[config.mk]
export PLATFORM = sky130hd
export DESIGN_NAME = axi_rd_resp_sram
export DESIGN_NICKNAME = d
export VERILOG_FILES = /design/src/rtl/axi_rd_resp_sram.sv
export SDC_FILE = /design/constraint.sdc
export NUM_CORES = 1
export LEC_CHECK = 0
export BUFFER_PORTS_ARGS = -buffer_cell sky130_fd_sc_hd__buf_2
export CAP_MARGIN = 40
export CORE_MARGIN = 2
export CORE_UTILIZATION = 40
export CTS_BUF_LIST = sky130_fd_sc_hd__clkbuf_16
export CTS_CLUSTER_DIAMETER = 80
export DETAILED_ROUTE_END_ITERATION = 7
export PLACE_DENSITY = 0.61
export SETUP_SLACK_MARGIN = 0.05
export SYNTH_ARGS = -nofsm -noshare
export SYNTH_HDL_FRONTEND = slang
export SYNTH_SLANG_ARGS = --single-unit
[constraint.sdc]
create_clock -name clock -period 3.9 [get_ports clock]
set_input_delay 0.78 -clock clock [delete_from_list [all_inputs] [get_ports clock]]
set_output_delay 0.78 -clock clock [all_outputs]
set_load 0.05 [all_outputs]
[src/rtl/axi_rd_resp_sram.sv]
// AXI4 read-channel slave serving FIXED/INCR/WRAP bursts from a synchronous single-port SRAM.
// Optional AXI_RD_RESP_RAND_DLY_EN adds an LFSR-driven wait before every beat.
module axi_rd_resp_sram #(
    parameter logic [31:0] BASE_ADDR = 32'ha000_0000,
    parameter int          MEM_AW    = 16,
    parameter int          FIRST_LAT = 2
) (
    input  logic              clock,
    input  logic              reset,
    input  logic              arvalid,
    output logic              arready,
    input  logic [31:0]       araddr,
    input  logic [3:0]        arid,
    input  logic [7:0]        arlen,
    input  logic [2:0]        arsize,
    input  logic [1:0]        arburst,
    output logic              rvalid,
    input  logic              rready,
    output logic [31:0]       rdata,
    output logic [1:0]        rresp,
    output logic              rlast,
    output logic [3:0]        rid,
    output logic              mem_en,
    output logic [MEM_AW-1:0] mem_addr,
    input  logic [31:0]       mem_rdata
);
    typedef enum logic [1:0] {S_IDLE, S_WAIT, S_RD, S_RESP} state_t;

    state_t      r_state, w_state_next;
    logic [31:0] r_addr;
    logic [3:0]  r_id;
    logic [7:0]  r_len, r_cnt;
    logic [2:0]  r_size;
    logic [1:0]  r_burst;
    logic        r_legal;
    logic [4:0]  r_dly;
    logic [1:0]  r_rresp;
    logic        r_beat_ok;
    logic        r_fresh;
    logic [31:0] r_rdata;

    logic [31:0] w_off, w_bytes, w_wb, w_next_addr, w_rdata;
    logic        w_in_range, w_ar_legal, w_last;
    logic [4:0]  w_first_dly, w_beat_dly;

`ifdef AXI_RD_RESP_RAND_DLY_EN
    logic [3:0] r_lfsr;

    // x^4 + x^3 + 1, free-running so the inserted gaps are pseudo-random per beat
    always_ff @(posedge clock or negedge reset) begin
        if (!reset) r_lfsr <= 4'b1001;
        else        r_lfsr <= {r_lfsr[2:0], r_lfsr[3] ^ r_lfsr[2]};
    end

    assign w_first_dly = 5'(FIRST_LAT) + {1'b0, r_lfsr};
    assign w_beat_dly  = {1'b0, r_lfsr};
`else
    assign w_first_dly = 5'(FIRST_LAT);
    assign w_beat_dly  = 5'd0;
`endif

    assign w_ar_legal = (arsize <= 3'd2) && (arburst != 2'b11) &&
                        ((arburst != 2'b10) || (arlen == 8'd1) || (arlen == 8'd3) ||
                         (arlen == 8'd7) || (arlen == 8'd15));

    // Unsigned offset test also rejects addresses below the base (they wrap high)
    assign w_off      = r_addr - BASE_ADDR;
    assign w_in_range = (w_off >> (MEM_AW + 2)) == 32'd0;
    assign w_last     = (r_cnt == 8'd0);
    assign w_bytes    = 32'd1 << r_size;
    assign w_wb       = ({24'd0, r_len} + 32'd1) << r_size;

    always_comb begin
        case (r_burst)
            2'b01:   w_next_addr = r_addr + w_bytes;
            2'b10:   w_next_addr = (r_addr & ~(w_wb - 32'd1)) | ((r_addr + w_bytes) & (w_wb - 32'd1));
            default: w_next_addr = r_addr;
        endcase
    end

    // SRAM data is only valid on the first RESP cycle; afterwards the captured copy is held
    assign w_rdata = r_fresh ? (r_beat_ok ? mem_rdata : 32'd0) : r_rdata;

    always_ff @(posedge clock or negedge reset) begin
        if (!reset) r_state <= S_IDLE;
        else        r_state <= w_state_next;
    end

    always_comb begin
        w_state_next = r_state;
        case (r_state)
            S_IDLE: if (arvalid) w_state_next = (w_first_dly == 5'd0) ? S_RD : S_WAIT;
            S_WAIT: if (r_dly <= 5'd1) w_state_next = S_RD;
            S_RD:   w_state_next = S_RESP;
            S_RESP: if (rready) w_state_next = w_last ? S_IDLE :
                                               ((w_beat_dly == 5'd0) ? S_RD : S_WAIT);
            default: w_state_next = S_IDLE;
        endcase
    end

    always_comb begin
        arready  = (r_state == S_IDLE);
        rvalid   = (r_state == S_RESP);
        rlast    = (r_state == S_RESP) && w_last;
        mem_en   = (r_state == S_RD) && r_legal && w_in_range;
        mem_addr = mem_en ? w_off[MEM_AW+1:2] : '0;
        rdata    = w_rdata;
        rresp    = r_rresp;
        rid      = r_id;
    end

    always_ff @(posedge clock or negedge reset) begin
        if (!reset) begin
            r_addr    <= '0;
            r_id      <= '0;
            r_len     <= '0;
            r_cnt     <= '0;
            r_size    <= '0;
            r_burst   <= '0;
            r_legal   <= 1'b0;
            r_dly     <= '0;
            r_rresp   <= '0;
            r_beat_ok <= 1'b0;
            r_fresh   <= 1'b0;
            r_rdata   <= '0;
        end else begin
            r_fresh <= 1'b0;
            case (r_state)
                S_IDLE: if (arvalid) begin
                    r_addr  <= araddr;
                    r_id    <= arid;
                    r_len   <= arlen;
                    r_cnt   <= arlen;
                    r_size  <= arsize;
                    r_burst <= arburst;
                    r_legal <= w_ar_legal;
                    r_dly   <= w_first_dly;
                end
                S_WAIT: r_dly <= r_dly - 5'd1;
                S_RD: begin
                    r_fresh   <= 1'b1;
                    r_beat_ok <= r_legal && w_in_range;
                    r_rresp   <= !r_legal ? 2'b10 : (w_in_range ? 2'b00 : 2'b11);
                end
                S_RESP: begin
                    r_rdata <= w_rdata;
                    if (rready && !w_last) begin
                        r_cnt  <= r_cnt - 8'd1;
                        r_addr <= w_next_addr;
                        r_dly  <= w_beat_dly;
                    end
                end
                default: ;
            endcase
        end
    end
endmodule
Yosys cells after proc, flatten, opt, wreduce, memory -nomap -nowiden
Index checks and enable logic that the tools add are counted.

cells by class
  add/sub/neg operators = 6
  order comparisons = 2
  equality and inequality tests = 16
  shifts and indexed selects = 2
  multiplexer cells = 21
  bitwise gates (word level) = 4
  reduce and logical (&&, ||, !) cells = 22

operator list
  kind                                                                   count
  32-bit two-way mux                                                     4
  32-bit one-hot mux with 2 select lines                                 2
  32-bit bitwise AND                                                     2
  32-bit adder                                                           1
  32-bit zero test                                                       1
  32-bit inverter                                                        1
  32-bit bitwise OR                                                      1
  1-bit by 3-bit << shifter with 32-bit output (first input constant)    1
  9-bit by 3-bit << shifter with 32-bit output                           1
  32-bit by 1-bit subtractor with 32-bit output (second input constant)  1
  32-bit subtractor (second input constant)                              1
  16-bit two-way mux                                                     1
  8-bit two-way mux                                                      2
  8-bit one-hot mux with 2 select lines                                  1
  5-bit one-hot mux with 3 select lines                                  1
  2-bit two-way mux                                                      6
  5-bit two-way mux                                                      2
  8-bit by 1-bit adder with 9-bit output (second input constant)         1
  3-bit AND reduction                                                    3
  8-bit by 1-bit == test with 1-bit output (second input constant)       1
  8-bit by 2-bit == test with 1-bit output (second input constant)       1
  8-bit by 3-bit == test with 1-bit output (second input constant)       1
  8-bit by 4-bit == test with 1-bit output (second input constant)       1
  8-bit zero test                                                        1
  19 further kinds                                                       35

storage, ports and cells
  flip-flop bits (word level) = 101
  input bits = 85
  output and inout bits = 58
  logic and storage cells = 86

Longest topological paths before layout
Gate-level depths: netlist of run 1.

  word-level depth = 9
  depth in mapped cells = 17
  depth with buffers taken out = 14

Worst setup path before layout of run 1
OpenSTA, ideal clock, no wires.

  path kind = reg-to-output
  start point = reg (tool-made name)
  end point = out mem_addr[10]
  arrival = 2.855 ns
  path slack = 0.265 ns
  cell stages (with the launch flop) = 6
  buffers on the path = 1
  cell sequence = dfrtp_1 -> or4_1 -> or4_1 -> nor2_1 -> clkbuf_1 -> and2_1

RTL lines
  what       RTL line  RTL
  to (decl)  24        output logic [MEM_AW-1:0] mem_addr,

==> reports/results.ini, run 1 <==
[routing]
drcViolationCount = 0
drt-initial-drc-count = 537
drt_wl_total_microns = 20300
vias = 6934
wire_per_inst_microns = 16.3
viasPerCell = 5.57
drtPass1Iterations = 5
drtAntennaViolNets = 0

[sta]
hold_viol_final = 0
relSlewSlack_pct = 57.8
fin_crit_ns = 3.58
slew_violations = 0
skew_ns = 0.0120
setup_viol = 0
rsz0062_at_grt = no
worst_slew_pin_slew_ns = 0.626
clock.fmax_mhz = 279
period_share_pct = 91.9
finalSetupTns_ns = 0

[global_route]
antenna_found_initial = 0
grt_pass1_wl_microns = 32900
overflow = 0
grt_pass1_vias = 6411
grt_start_max_net_pins = 102
grt.total_usage_pct = 22.2

[floorplanning]
dieArea_sq_mm = 0.0188
row_count = 48
design.portCount = 143
start_util_pct = 40.9
core_area_sq_mm = 0.0173
die_h_microns = 137
die_w_microns = 137

[setup_path]
cp_slowest_cell = or4_1
r2r_cells = 14
cp_cell_sequence = or4_1 -> or4_1 -> nor2_1 -> buf_4 -> and2_1 -> buf_2
crit_path_max_fanout = 10
crit_arrival_ns = 2.80
max_stage_delay_ns = 0.64
worstPathRequired_ns = 3.12
reg2reg_from = r_len[1]
start_kind = flop
worst-path-buf-inv = 2
cp-end-kind = output pin
path_delay_family = simple AND/OR/NAND/NOR gates
crit_cells = 6
cpMostUsedCell = or4_1
path_class = reg2out

[synthesis]
synth.distinct_cells = 80
ys_top_cells_by_count = o21ai_0, nand2_1, dfrtp_1, nor2_1, a21oi_1
synth_top_area_share_pct = 35.7
synth_fp_nets = 999
netlist_instances = 896
synth_edf_count = 0
synth-main-ff-cell = dfrtp_1
yosysSeqAreaShare_pct = 35.7
ys.warnings.count = 0
synth_area_leaders = dfrtp_1, o21ai_0, nand2_1
synth.most_common_cell = o21ai_0
syn_area_sq_mm = 0.00708
synth_top_area_cell = dfrtp_1
synth_area_per_cell_sq_um = 7.90
synth_seq_cells = 101
async_flop_share_pct = 100

[clock_tree]
root_buffer = clkbuf_16
cts_max_level = 3
worstSkewPairLatency_ns = 0.37
tritoncts = yes
cts_made_buffers = 9
cts.sinks = 101
clk_path_buf_depth = 2
clk_pin_slew_ns = 0.08

[pwr]
power_density_mw_per_mm2 = 805
p_int_uw = 3350
p_seq_share_pct = 26.6
switching_share_pct = 50.1
total_leakage_power_uw = 0.00371
pwr-share-comb_pct = 58.4
power_uw = 6710
peakVddDrop_mv = 0.421
p_sw_uw = 3360
p_clk_share_pct = 14.9

[cells_and_area]
nNetsFinal = 1119
drive_gt1_share_pct = 21.3
final_cells = 1246
syn2layout_area_growth_pct = 17.7
design_area_sq_mm = 0.00833
fin_util_pct = 48.2
diodes = 0

[hold_path]
hold_path.class = in2async

[placed_design]
hpwl_microns = 14600
dpl_cell_area_sq_mm = 0.00800
gp_congestion = 0.919
placed_cells = 1229
numPortBuffers = 142

[outcome]
outcome = finished clean

[flow_run]
drv_cap = 0

==> final timing paths <==
check	endpoint	slack (ns)
max	mem_addr[8]	0.32
min	r_rdata[26]	0.47
max reg2reg	flop	0.37
min reg2reg	rresp[0]	0.50
max in group asynchronous	r_cnt[2]	3.00
min in group clock	rresp[0]	0.50
==> final cells by class <==
class	instances	area, sq um
timing repair buffer	168	921
clock inverter	7	95.1
fill	1727	8970
clock buffer	9	225
tap	225	282
multi-input combinational	677	4060
inverter	59	221
sequential	101	2530
==> timing repair <==
item	in CTS	in global routing
setup endpoints to repair	0	1
hold buffers	0	0
gates resized for setup	0	1
setup buffers	0	1
==> power by group through the flow <==
stage | Sequential [uW] | Clock, uW | Combinational, uW
final | 1790 | 1000 | 3920
after global routing | 1840 | 1060 | 4380
after CTS | 1780 | 1020 | 3890
after detailed placement | 1790 | 0 | 3870
after global placement | 1790 | 0 | 3820
after floorplan | 1690 | 0 | 3030
==> metal layers <==
| metal | vias up | track usage, % | part of all wire, % |
|---|---|---|---|
| li1 | 3438 | - | - |
| met3 | 20 | 3.19 | 6.0 |
| met1 | 3258 | 31.4 | 47 |
| met5 | - | 0 | 0 |
| met4 | 0 | 6.64 | 1.3 |
| met2 | 218 | 35.0 | 45 |
==> cell usage in the layout, fill, tap and decap left out, drive strengths merged, types with 7 or more instances in the layout <==
cell type,Yosys,layout
a211oi,13,13
mux2,14,14
ha,17,17
nor2,61,61
a21o,7,7
a21oi,59,59
nand2,126,126
o21ai,130,130
buf,19,168
nor3,22,22
a2bb2oi,9,9
nand2b,9,9
and2,18,18
nand4,10,10
dfrtp,101,101
clkbuf,40,9
xnor2,16,16
nand3,27,27
a31oi,17,17
inv,58,63
xor2,9,9
==> metrics by stage <==
step | worst slack [ns] | hold slack [ns]
floorplan | 0.265 | 0.456
global placement | 0.444 | 0.460
detailed placement | 0.343 | 0.478
CTS | 0.311 | 0.496
global route | 0.0649 | 0.516
finish | 0.317 | 0.471
==> cell families (layout without fill, tap and decap cells) <==
logic type               count (synthesis)  count (layout)  synth area share, %
multiplexers                            20              20                 3.08
flip-flops                             101             101                 35.7
buffers and inverters                  118             243                 7.05
XOR/XNOR                                25              25                 3.09
AND/OR/NAND/NOR                        318             318                 21.9
adder cells (fa/ha/maj)                 18              18                 3.29
AO/OA/AOI/OAI                          296             296                 25.9
Note: power is estimated with default switching activity, not from simulation.
==> run 2: changes to the inputs <==
CORE_MARGIN = 3   (was 2)
==> reports/results.ini, run 2 (synthesized netlist as in run 1, its figures left out) <==
[routing]
drt-initial-drc-count = 630  ; +17%
wl_met2_microns = 9130  ; -0.94%
drt_wl_total_microns = 20300  ; +0.19%
viasPerCell = 5.58  ; +0.24%
wire_per_inst_microns = 16.3  ; about the same
routed.top_layer = met4
drcViolationCount = 0  ; unchanged
vias = 6962  ; +0.40%
drtPass1Iterations = 7  ; +2
routedLengthMet1_microns = 9660  ; +0.54%
wl_met3_microns = 1180  ; -3.0%
drtAntennaViolNets = 0  ; unchanged

[pwr]
total_leakage_power_uw = 0.00373  ; +0.41%
peakVddDrop_mv = 0.345  ; -18%
power_density_mw_per_mm2 = 798  ; -0.85%

[sta]
worst_slew_pin_slew_ns = 0.637  ; +0.0112 ns
hold_viol_final = 0  ; unchanged
finalSetupTns_ns = 0  ; unchanged
slew_violations = 0  ; unchanged
period_share_pct = 91.7  ; -0.16 points
fin_crit_ns = 3.58  ; -0.00609 ns
clock.fmax_mhz = 280  ; +0.17%
setup_viol = 0  ; unchanged
skew_ns = 0.00898  ; -0.00306 ns
relSlewSlack_pct = 56.4  ; -1.4 points
rsz0062_at_grt = no

[clock_tree]
cts_made_buffers = 9  ; unchanged
cts_max_level = 3  ; unchanged
worstSkewPairLatency_ns = 0.36  ; about the same
root_buffer = clkbuf_16
cts_resized = 0  ; unchanged
clk_path_buf_depth = 2  ; unchanged
clk_pin_slew_ns = 0.08  ; about the same
postCtsSetupRepairBufs = 0  ; unchanged
cts.sinks = 101  ; unchanged
tritoncts = yes
ctsHoldBuffers = 0  ; unchanged

[setup_path]
crit_path_max_fanout = 10  ; unchanged
max_stage_delay_ns = 0.63  ; about the same
path_delay_family = simple AND/OR/NAND/NOR gates
worstPathRequired_ns = 3.12  ; about the same
start_kind = flop
crit_arrival_ns = 2.80  ; about the same
cp_slowest_cell = or4_1
cp_cell_sequence = or4_1 -> or4_1 -> nor2_1 -> buf_4 -> and2_1 -> buf_2
cp-end-kind = output pin
cpMostUsedCell = or4_1
worst-path-buf-inv = 2  ; unchanged
path_class = reg2out

[placed_design]
placed_cells = 1232  ; +0.24%
numPortBuffers = 142  ; unchanged
hpwl_microns = 14900  ; +2.0%
gp_congestion = 0.902  ; -1.9%

[cells_and_area]
final_cells = 1248  ; +0.16%
drive_gt1_share_pct = 21.3  ; +0.056 points
layout_commonest_cell = buf_2
diodes = 0  ; unchanged
nNetsFinal = 1121  ; +0.18%
mostFrequentLayoutCells = buf_2, o21ai_0, nand2_1
syn2layout_area_growth_pct = 18.2

[hold_path]
hold_path.class = in2async

[global_route]
grt_pass1_wl_microns = 33700  ; +2.6%
grt.total_usage_pct = 21.0  ; -1.1 points
grt_start_max_net_pins = 66  ; -35%
antenna_found_initial = 0  ; unchanged
overflow = 0  ; unchanged
grt_pass1_vias = 6569  ; +2.5%

[floorplanning]
core_area_sq_mm = 0.0173  ; unchanged
die_w_microns = 139  ; +1.5%
row_count = 48  ; unchanged
start_util_pct = 40.9  ; unchanged
dieArea_sq_mm = 0.0193  ; +2.9%
design.portCount = 143  ; unchanged
die_h_microns = 139  ; +1.5%

[outcome]
outcome = finished clean

[flow_run]
drv_cap = 0  ; unchanged

run 2: worst register-to-register path: cells and delay by family (launching register included):
kind                     cells  cell delay [ns]
flip-flops                   1             0.43
AO/OA/AOI/OAI                6             1.40
AND/OR/NAND/NOR              4             0.93
XOR/XNOR                     1             0.20
adder cells (fa/ha/maj)      2             0.56
run 2: power breakdown:
| part | total [uW] | internal, uW | switching (uW) |
|---|---|---|---|
| Combinational | 3950 | 1470 | 2480 |
| Clock | 957 | 509 | 448 |
| Sequential | 1780 | 1370 | 402 |
run 2: stage by stage:
step / worst slack (ns) / area (sq um) / power, uW / utilization [%] / hold WS (ns)
5_1_grt: 0.0787 / 8370 / 7270 / 48.4 / 0.189
3_3_place_gp: 0.494 / 8010 / 5640 / 46.3 / 0.464
6_report: 0.323 / 8370 / 6680 / 48.4 / 0.205
3_5_place_dp: 0.357 / 8050 / 5680 / 46.5 / 0.473
2_1_floorplan: 0.265 / 7080 / 4720 / - / 0.456
4_1_cts: 0.322 / 8360 / 6670 / 48.3 / 0.195
run 2: layout make-up:
cell class	count	area [sq um]
well taps	225	282
repair buffers	170	963
fillers	1754	8930
clock buffers	9	225
multi-input cells	677	4070
clock inverters	7	78.8
inverters	59	223
flip-flops and latches	101	2530
run 2: worst paths after layout:
path                          start          end  slack, ns  cells after the start
min                           reset   r_rdata[3]       0.21                      1
max reg2reg                r_len[1]         flop       0.33                     13
max in group asynchronous     reset       rid[3]       2.95                      3
min reg2reg                rresp[0]     rresp[0]       0.48                      2
max                            flop  mem_addr[7]       0.32                      6
min in group clock         rresp[0]     rresp[0]       0.48                      2
run 2: metal layers:
layer | vias to the layer above | GRT usage, %
met1 | 3250 | 29.8
met3 | 31 | 4.41
li1 | 3452 | -
met5 | - | 0
met4 | 0 | 5.66
met2 | 229 | 32.8
